`src/rtl/regfile_write_arbiter.sv`:
```
// Round-robin arbiter for the register file's single write port, with a registered write stage.
// Define REGARB_DEBUG_PORT_EN to add the debug host as a third requester.
module regfile_write_arbiter #(
  parameter  int DATA_W   = 8,
  parameter  int NUM_REGS = 4,
  localparam int AW       = $clog2(NUM_REGS)
) (
  input  logic                clk,
  input  logic                reset,
  input  logic                stall,
  input  logic                alu_valid,
  input  logic [AW-1:0]       alu_reg,
  input  logic [DATA_W-1:0]   alu_data,
  output logic                alu_ready,
  input  logic                ld_valid,
  input  logic [AW-1:0]       ld_reg,
  input  logic [DATA_W-1:0]   ld_data,
  output logic                ld_ready,
`ifdef REGARB_DEBUG_PORT_EN
  input  logic                dbg_valid,
  input  logic [AW-1:0]       dbg_reg,
  input  logic [DATA_W-1:0]   dbg_data,
  output logic                dbg_ready,
`endif
  output logic                rf_we,
  output logic [AW-1:0]       rf_waddr,
  output logic [DATA_W-1:0]   rf_wdata,
  output logic [1:0]          grant_id,
  output logic [NUM_REGS-1:0] pend_mask
);

`ifdef REGARB_DEBUG_PORT_EN
  localparam int N = 3;
`else
  localparam int N = 2;
`endif

  logic [2:0]        req_valid;
  logic [2:0]        cand_sum;
  logic              gnt_valid;
  logic [1:0]        gnt_idx;
  logic [AW-1:0]     win_reg;
  logic [DATA_W-1:0] win_data;

  logic [1:0]        last_gnt_q, last_gnt_d;
  logic              rf_we_q, rf_we_d;
  logic [AW-1:0]     rf_waddr_q, rf_waddr_d;
  logic [DATA_W-1:0] rf_wdata_q, rf_wdata_d;
  logic [1:0]        grant_id_q, grant_id_d;

`ifdef REGARB_DEBUG_PORT_EN
  assign req_valid = {dbg_valid, ld_valid, alu_valid};
`else
  assign req_valid = {1'b0, ld_valid, alu_valid};
`endif

  // Search starts just past the last winner; reset also blocks grants since ready is combinational.
  always_comb begin
    // NOTE: every output of a combinational block gets a default first so no latch is inferred.
    gnt_valid = 1'b0;
    gnt_idx   = 2'd0;
    cand_sum  = 3'd0;
    for (int k = 1; k <= N; k++) begin
      cand_sum = {1'b0, last_gnt_q} + 3'(k);
      if (cand_sum >= 3'(N)) cand_sum = cand_sum - 3'(N);
      if (!gnt_valid && req_valid[cand_sum[1:0]]) begin
        gnt_valid = 1'b1;
        gnt_idx   = cand_sum[1:0];
      end
    end
    if (stall || reset) gnt_valid = 1'b0;
  end

  assign alu_ready = gnt_valid && (gnt_idx == 2'd0);
  assign ld_ready  = gnt_valid && (gnt_idx == 2'd1);
`ifdef REGARB_DEBUG_PORT_EN
  assign dbg_ready = gnt_valid && (gnt_idx == 2'd2);
`endif

  always_comb begin
    win_reg  = alu_reg;
    win_data = alu_data;
    case (gnt_idx)
      2'd1: begin
        win_reg  = ld_reg;
        win_data = ld_data;
      end
`ifdef REGARB_DEBUG_PORT_EN
      2'd2: begin
        win_reg  = dbg_reg;
        win_data = dbg_data;
      end
`endif
      default: ;
    endcase
  end

  // Address, data and id hold between transfers; only the enable falls back to idle.
  always_comb begin
    rf_we_d    = gnt_valid;
    last_gnt_d = gnt_valid ? gnt_idx  : last_gnt_q;
    rf_waddr_d = gnt_valid ? win_reg  : rf_waddr_q;
    rf_wdata_d = gnt_valid ? win_data : rf_wdata_q;
    grant_id_d = gnt_valid ? gnt_idx  : grant_id_q;
  end

  // NOTE: sequential state uses non-blocking assignments so all registers update from pre-edge values.
  always_ff @(posedge clk or posedge reset) begin
    if (reset) begin
      last_gnt_q <= 2'(N - 1);
      rf_we_q    <= 1'b0;
      rf_waddr_q <= '0;
      rf_wdata_q <= '0;
      grant_id_q <= 2'd0;
    end else begin
      last_gnt_q <= last_gnt_d;
      rf_we_q    <= rf_we_d;
      rf_waddr_q <= rf_waddr_d;
      rf_wdata_q <= rf_wdata_d;
      grant_id_q <= grant_id_d;
    end
  end

  assign rf_we     = rf_we_q;
  assign rf_waddr  = rf_waddr_q;
  assign rf_wdata  = rf_wdata_q;
  assign grant_id  = grant_id_q;
  assign pend_mask = rf_we_q ? (NUM_REGS'(1) << rf_waddr_q) : '0;

endmodule

```
`config.mk`:
```
export PLATFORM = sky130hd
export DESIGN_NAME = regfile_write_arbiter
export DESIGN_NICKNAME = d
export VERILOG_FILES = /design/src/rtl/regfile_write_arbiter.sv
export SDC_FILE = /design/constraint.sdc
export NUM_CORES = 1
export LEC_CHECK = 0
export BUFFER_PORTS_ARGS = -buffer_cell sky130_fd_sc_hd__buf_4
export CORE_ASPECT_RATIO = 1.1
export CORE_MARGIN = 3
export CORE_UTILIZATION = 32
export CTS_BUF_LIST = sky130_fd_sc_hd__clkbuf_8
export DETAILED_ROUTE_END_ITERATION = 6
export GPL_TIMING_DRIVEN = 0
export SLEW_MARGIN = 20
export SYNTH_ARGS = -nofsm -noshare
export SYNTH_HDL_FRONTEND = slang
export SYNTH_SLANG_ARGS = --single-unit
```
`constraint.sdc`:
```
create_clock -name clk -period 2.91 [get_ports clk]
set_input_delay 0.582 -clock clk [delete_from_list [all_inputs] [get_ports clk]]
set_output_delay 0.582 -clock clk [all_outputs]
set_load 0.03 [all_outputs]
```
* Yosys cells after proc, flatten, opt, wreduce, memory -nomap -nowiden
Cells that the tools add are included.
** Storage, ports and cells
- Register bits after elaboration :: 15
- Bits of input ports :: 25
- Output and inout port bits :: 19
- Word-level logic and storage cells :: 35
** Cells by class
- Add/sub/neg operators :: 4
- $lt $le $gt $ge :: 4
- Eq/ne operators :: 1
- Shift-type cells :: 1
- Multiplexer cells :: 14
- Reductions and logical operators :: 6
** Operators by type and width (number)
- $mux 2 :: 5
- $mux 8 :: 1
- $ge 3x2->1 const B :: 2
- $lt 2x3->1 const B :: 2
- $mux 1 :: 5
- $bmux 1 s2 :: 2
- $mux 4 :: 1
- $shl 1x2->4 const A :: 1
- $sub 2x2->2 const B :: 2
- $add 2x1->3 const B :: 1
- $add 2x2->3 const B :: 1
- $logic_and 1x1->1 :: 3
- $eq 2x1->1 const B :: 1
- $logic_not 2->1 :: 1
- $logic_not 1->1 :: 1
- $logic_or 1x1->1 :: 1

* Depth between registers and ports, before layout
- Word-level depth :: 11
- Mapped depth :: 4

* Worst setup path after synthesis
OpenSTA, ideal clock, no wires.
- Path type :: register to output
- Start point :: reg rf_we_q, in the netlist rf_we
- End point :: out pend_mask[0]
- Arrival :: 1.308 ns
- Data required time :: 2.328 ns
- Path slack :: 1.020 ns
- Stages on the path, launching flop included :: 2
- Path buffers :: 0
- Cell sequence :: dfrtp_1 -> nor3b_1
** Between the ends
- Cells in the longest elaborated chain, start to end :: 1
** Ends and longest elaborated chain
- start: declaration :: RTL line 46 : logic rf_we_q, rf_we_d;
- start signal: assignment :: RTL line 117 : rf_we_q <= rf_we_d;
- $mux 4 :: RTL line 128 : assign pend_mask = rf_we_q ? (NUM_REGS'(1) << rf_waddr_q) : '0;
- end: declaration :: RTL line 29 : output logic [NUM_REGS-1:0] pend_mask
Every way passes these cells.

* Final worst setup path
- Start point :: in reset
- End point :: out ld_ready
** Between the ends
- Cells in the longest elaborated chain, start to end :: 3
** Ends and longest elaborated chain
- start: declaration :: RTL line 9 : input logic reset,
- $logic_or 1x1->1 :: RTL line 71 : if (stall || reset) gnt_valid = 1'b0;
- $mux 1 :: RTL line 71
- $logic_and 1x1->1 :: RTL line 75 : assign ld_ready = gnt_valid && (gnt_idx == 2'd1);
- end: declaration :: RTL line 18 : output logic ld_ready,
Every way passes these cells.

==> flow_summary.toml <==
[logic_synthesis]
yosysTopAreaCellShare = 0.470
postSynthCellCount = 57
netlist_top_cells_area = "sky130_fd_sc_hd__dfrtp_1 (47%), sky130_fd_sc_hd__a221o_1 (14%), sky130_fd_sc_hd__and3_1 (9.9%), sky130_fd_sc_hd__dfstp_2 (3.8%), sky130_fd_sc_hd__nor4b_4 (3.4%)"
post_synth_instance_area_sq_um = 692
synth_warnings = 0
number_of_enable_flip_flop_cells_after_synthesis = 0
ys.flop_type = "sky130_fd_sc_hd__dfrtp_1"
synthMostInstantiatedCell = "sky130_fd_sc_hd__dfrtp_1"
netlist_top_cells_count = "sky130_fd_sc_hd__dfrtp_1 (13), sky130_fd_sc_hd__and3_1 (11), sky130_fd_sc_hd__a221o_1 (10), sky130_fd_sc_hd__nand2_1 (3)"
ys_seq_elements = 14
yosys.cell_types.count = 21
synth_area_leader_cell = "sky130_fd_sc_hd__dfrtp_1"
synth_sequential_area_ratio = 0.508
ys_async_sr_fraction = 1.00
avgSynthCellArea_sq_um = 12.1
synth_fp_nets = 82

[critical_path]
crit-reg2reg-launch = "last_gnt_q[1]"
critPathCaptureType = "output pin"
critical_path_peak_fanout = 10
setup_crit_start = "reset"
path_class = "in2out"
critPathRequiredTime_ps = 2330
crit_path_start_kind = "primary input"
worstPathArrival_ps = 1410

[route]
antenna_violating_nets_post_route = 0
initialDrtViolationCount = 18
routedWlPerCell_um = 13.8
sum_of_routed_wire_length_over_all_layers_um = 1820
dr_total_vias = 658
drc_errors = 0
dr.pass1.iters = 4
number_of_vias_per_cell_after_detailed_routing = 4.98

[clocking]
postCtsSetupRepairBufs = 0
postCtsHoldBufs = 0
clockBufferDepth = 2
cts_root_buf = "sky130_fd_sc_hd__clkbuf_8"
postCtsResizedCells = 0
cts_made_buffers = 3
cts_sinks = 14
clock_edge_transition_at_the_registers_on_the_reported_setup_and_hold_paths_ps = 60
clock_tree.htree_level_count = 1
clkLatencyLatePin_ps = 240
cts_tree = "done"

[sta]
finalSetupTns_ps = 0
timing.fmax_mhz = 503
layout_min_cycle_time_ps = 1990
setup_violations = 0
slew_headroom = 0.630
timing_max_transition_violations_final = 0
worstMarginPinSlew_ps = 555
skew_ps = 0.598
hold_violations = 0
setup_repair_after_global_routing_missed_its_margin = "no"
finalCritPeriodShare = 0.683
postLayoutSetupSlackWorst_ps = 923

[placement]
post-dp-hpwl_um = 1390
pre_cts_ws_ps = 922
finalWeightedCongestion = 0.693
port_buffers = 43

[floorplan]
row_count = 17
num_io_pins = 44
starting_density_of_the_core = 0.342
die_width_um = 50.3
die_boundary_height_um = 54.8
core_area_sq_um = 2020
floorplan.die_area_sq_um = 2760

[pwr]
net-switching-power_mw = 0.215
power_report.internal_total_mw = 0.454
combinational_fraction_of_design_power = 0.336
clock_group_share_of_total_power = 0.279
pwr-share-seq = 0.385
switching_share = 0.321
p_leak_nw = 0.593
power_density_nw_per_um2 = 605
max-vdd-ir-drop_mv = 0.298

[cells_and_area]
final_layout_size_suffix_gt1_frac = 0.529
final_nets = 130
antenna_cells_inserted = 0
fillCellCount = 195
area_delta_synth_final_pct = 59.7

[outcome]
outcome = "finished clean"

[global_routing]
first_global_vias = 620
grt_start_max_net_pins = 15
total_congestion_overflow = 0
antenna_found_initial = 0
first_pass_grt_wire_length_um = 2880
grt_util_all_layers = 0.137

[job]
cap_viol_max_count = 0

[hold_path]
class_of_the_tightest_hold_or_removal_check = "in2async"
power by group through the flow:
stage / clock, mW / sequential (mW) / combinational [mW]
after global placement: 0 / 0.259 / 0.225
after detailed placement: 0 / 0.261 / 0.227
final: 0.187 / 0.257 / 0.224
after CTS: 0.193 / 0.257 / 0.227
after floorplan: 0 / 0.319 / 0.0677
after global routing: 0.200 / 0.263 / 0.239
layer usage:
layer  wire length [um]  track usage
met1                810        0.188
met2                854        0.220
met3                158       0.0381
met4                  0       0.0269
met5                  0            0
flip-flops by register name (all words and copies together) (netlist names):
signal      count
rf_waddr        2
rf_wdata        8
last_gnt_q      2
rf_we           1
grant_id        1
final timing paths:
| path | cells past startpoint | slack [ps] | endpoint |
|---|---|---|---|
| setup / recovery | 5 | 920 | ld_ready |
| hold reg to reg | 1 | 480 | grant_id[0] |
| min in group clk | 1 | 480 | grant_id[0] |
| setup reg to reg | 4 | 1490 | rf_waddr[1] |
| max in group asynchronous | 2 | 2110 | last_gnt_q[0] |
| hold / removal | 2 | 430 | rf_wdata[2] |
worst max-delay path, stage by stage:
cell and delay, ps:
sky130_fd_sc_hd__buf_4 130, sky130_fd_sc_hd__nor2_4 160, sky130_fd_sc_hd__and3_4 220, sky130_fd_sc_hd__buf_6 140, sky130_fd_sc_hd__buf_4 170
cell type report:
cell class	count	area, sq um	share of cell area
Buffer	2	22.5	0.0204
Clock buffer	4	55.1	0.0498
Inverter	2	7.51	0.00680
Multi-Input combinational cell	39	310	0.281
Sequential cell	14	352	0.318
Tap cell	28	35.0	0.0317
Timing Repair Buffer	43	323	0.292
logic make-up after synthesis:
group                  count (synthesis)  share of synthesized area
flip-flops                            14                      0.508
buffers and inverters                  4                     0.0434
AO/OA/AOI/OAI                         15                      0.204
AND/OR/NAND/NOR                       24                      0.244
cells in the final DEF (no fill, tap or decap):
cell type                   n
sky130_fd_sc_hd__a21boi_0   1
sky130_fd_sc_hd__a21o_1     1
sky130_fd_sc_hd__a221o_1   10
sky130_fd_sc_hd__a22o_1     1
sky130_fd_sc_hd__and3_1    11
sky130_fd_sc_hd__and3_4     1
sky130_fd_sc_hd__and3b_1    1
sky130_fd_sc_hd__buf_4     43
sky130_fd_sc_hd__buf_6      2
sky130_fd_sc_hd__clkbuf_8   4
sky130_fd_sc_hd__dfrtp_1   13
sky130_fd_sc_hd__dfstp_2    1
sky130_fd_sc_hd__inv_1      1
sky130_fd_sc_hd__inv_2      1
sky130_fd_sc_hd__nand2_1    3
sky130_fd_sc_hd__nand2b_1   1
sky130_fd_sc_hd__nor2_1     2
sky130_fd_sc_hd__nor2_4     1
sky130_fd_sc_hd__nor2b_1    2
sky130_fd_sc_hd__nor3b_1    1
sky130_fd_sc_hd__nor4b_4    1
sky130_fd_sc_hd__o211ai_2   1
sky130_fd_sc_hd__o21ai_1    1
through the flow:
| step | hold slack, ps | cell area (sq um) | std cells | utilization | power, mW |
|---|---|---|---|---|---|
| after global placement | 465 | 1050 | 128 | 0.520 | 0.484 |
| after global routing | 464 | 1100 | 132 | 0.547 | 0.703 |
| after floorplan | 471 | 692 | 57 | - | 0.387 |
| after detailed placement | 472 | 1050 | 128 | 0.520 | 0.488 |
| after CTS | 440 | 1100 | 132 | 0.547 | 0.678 |
| final | 428 | 1100 | 132 | 0.547 | 0.669 |
Power figures use the tool's default switching activity.
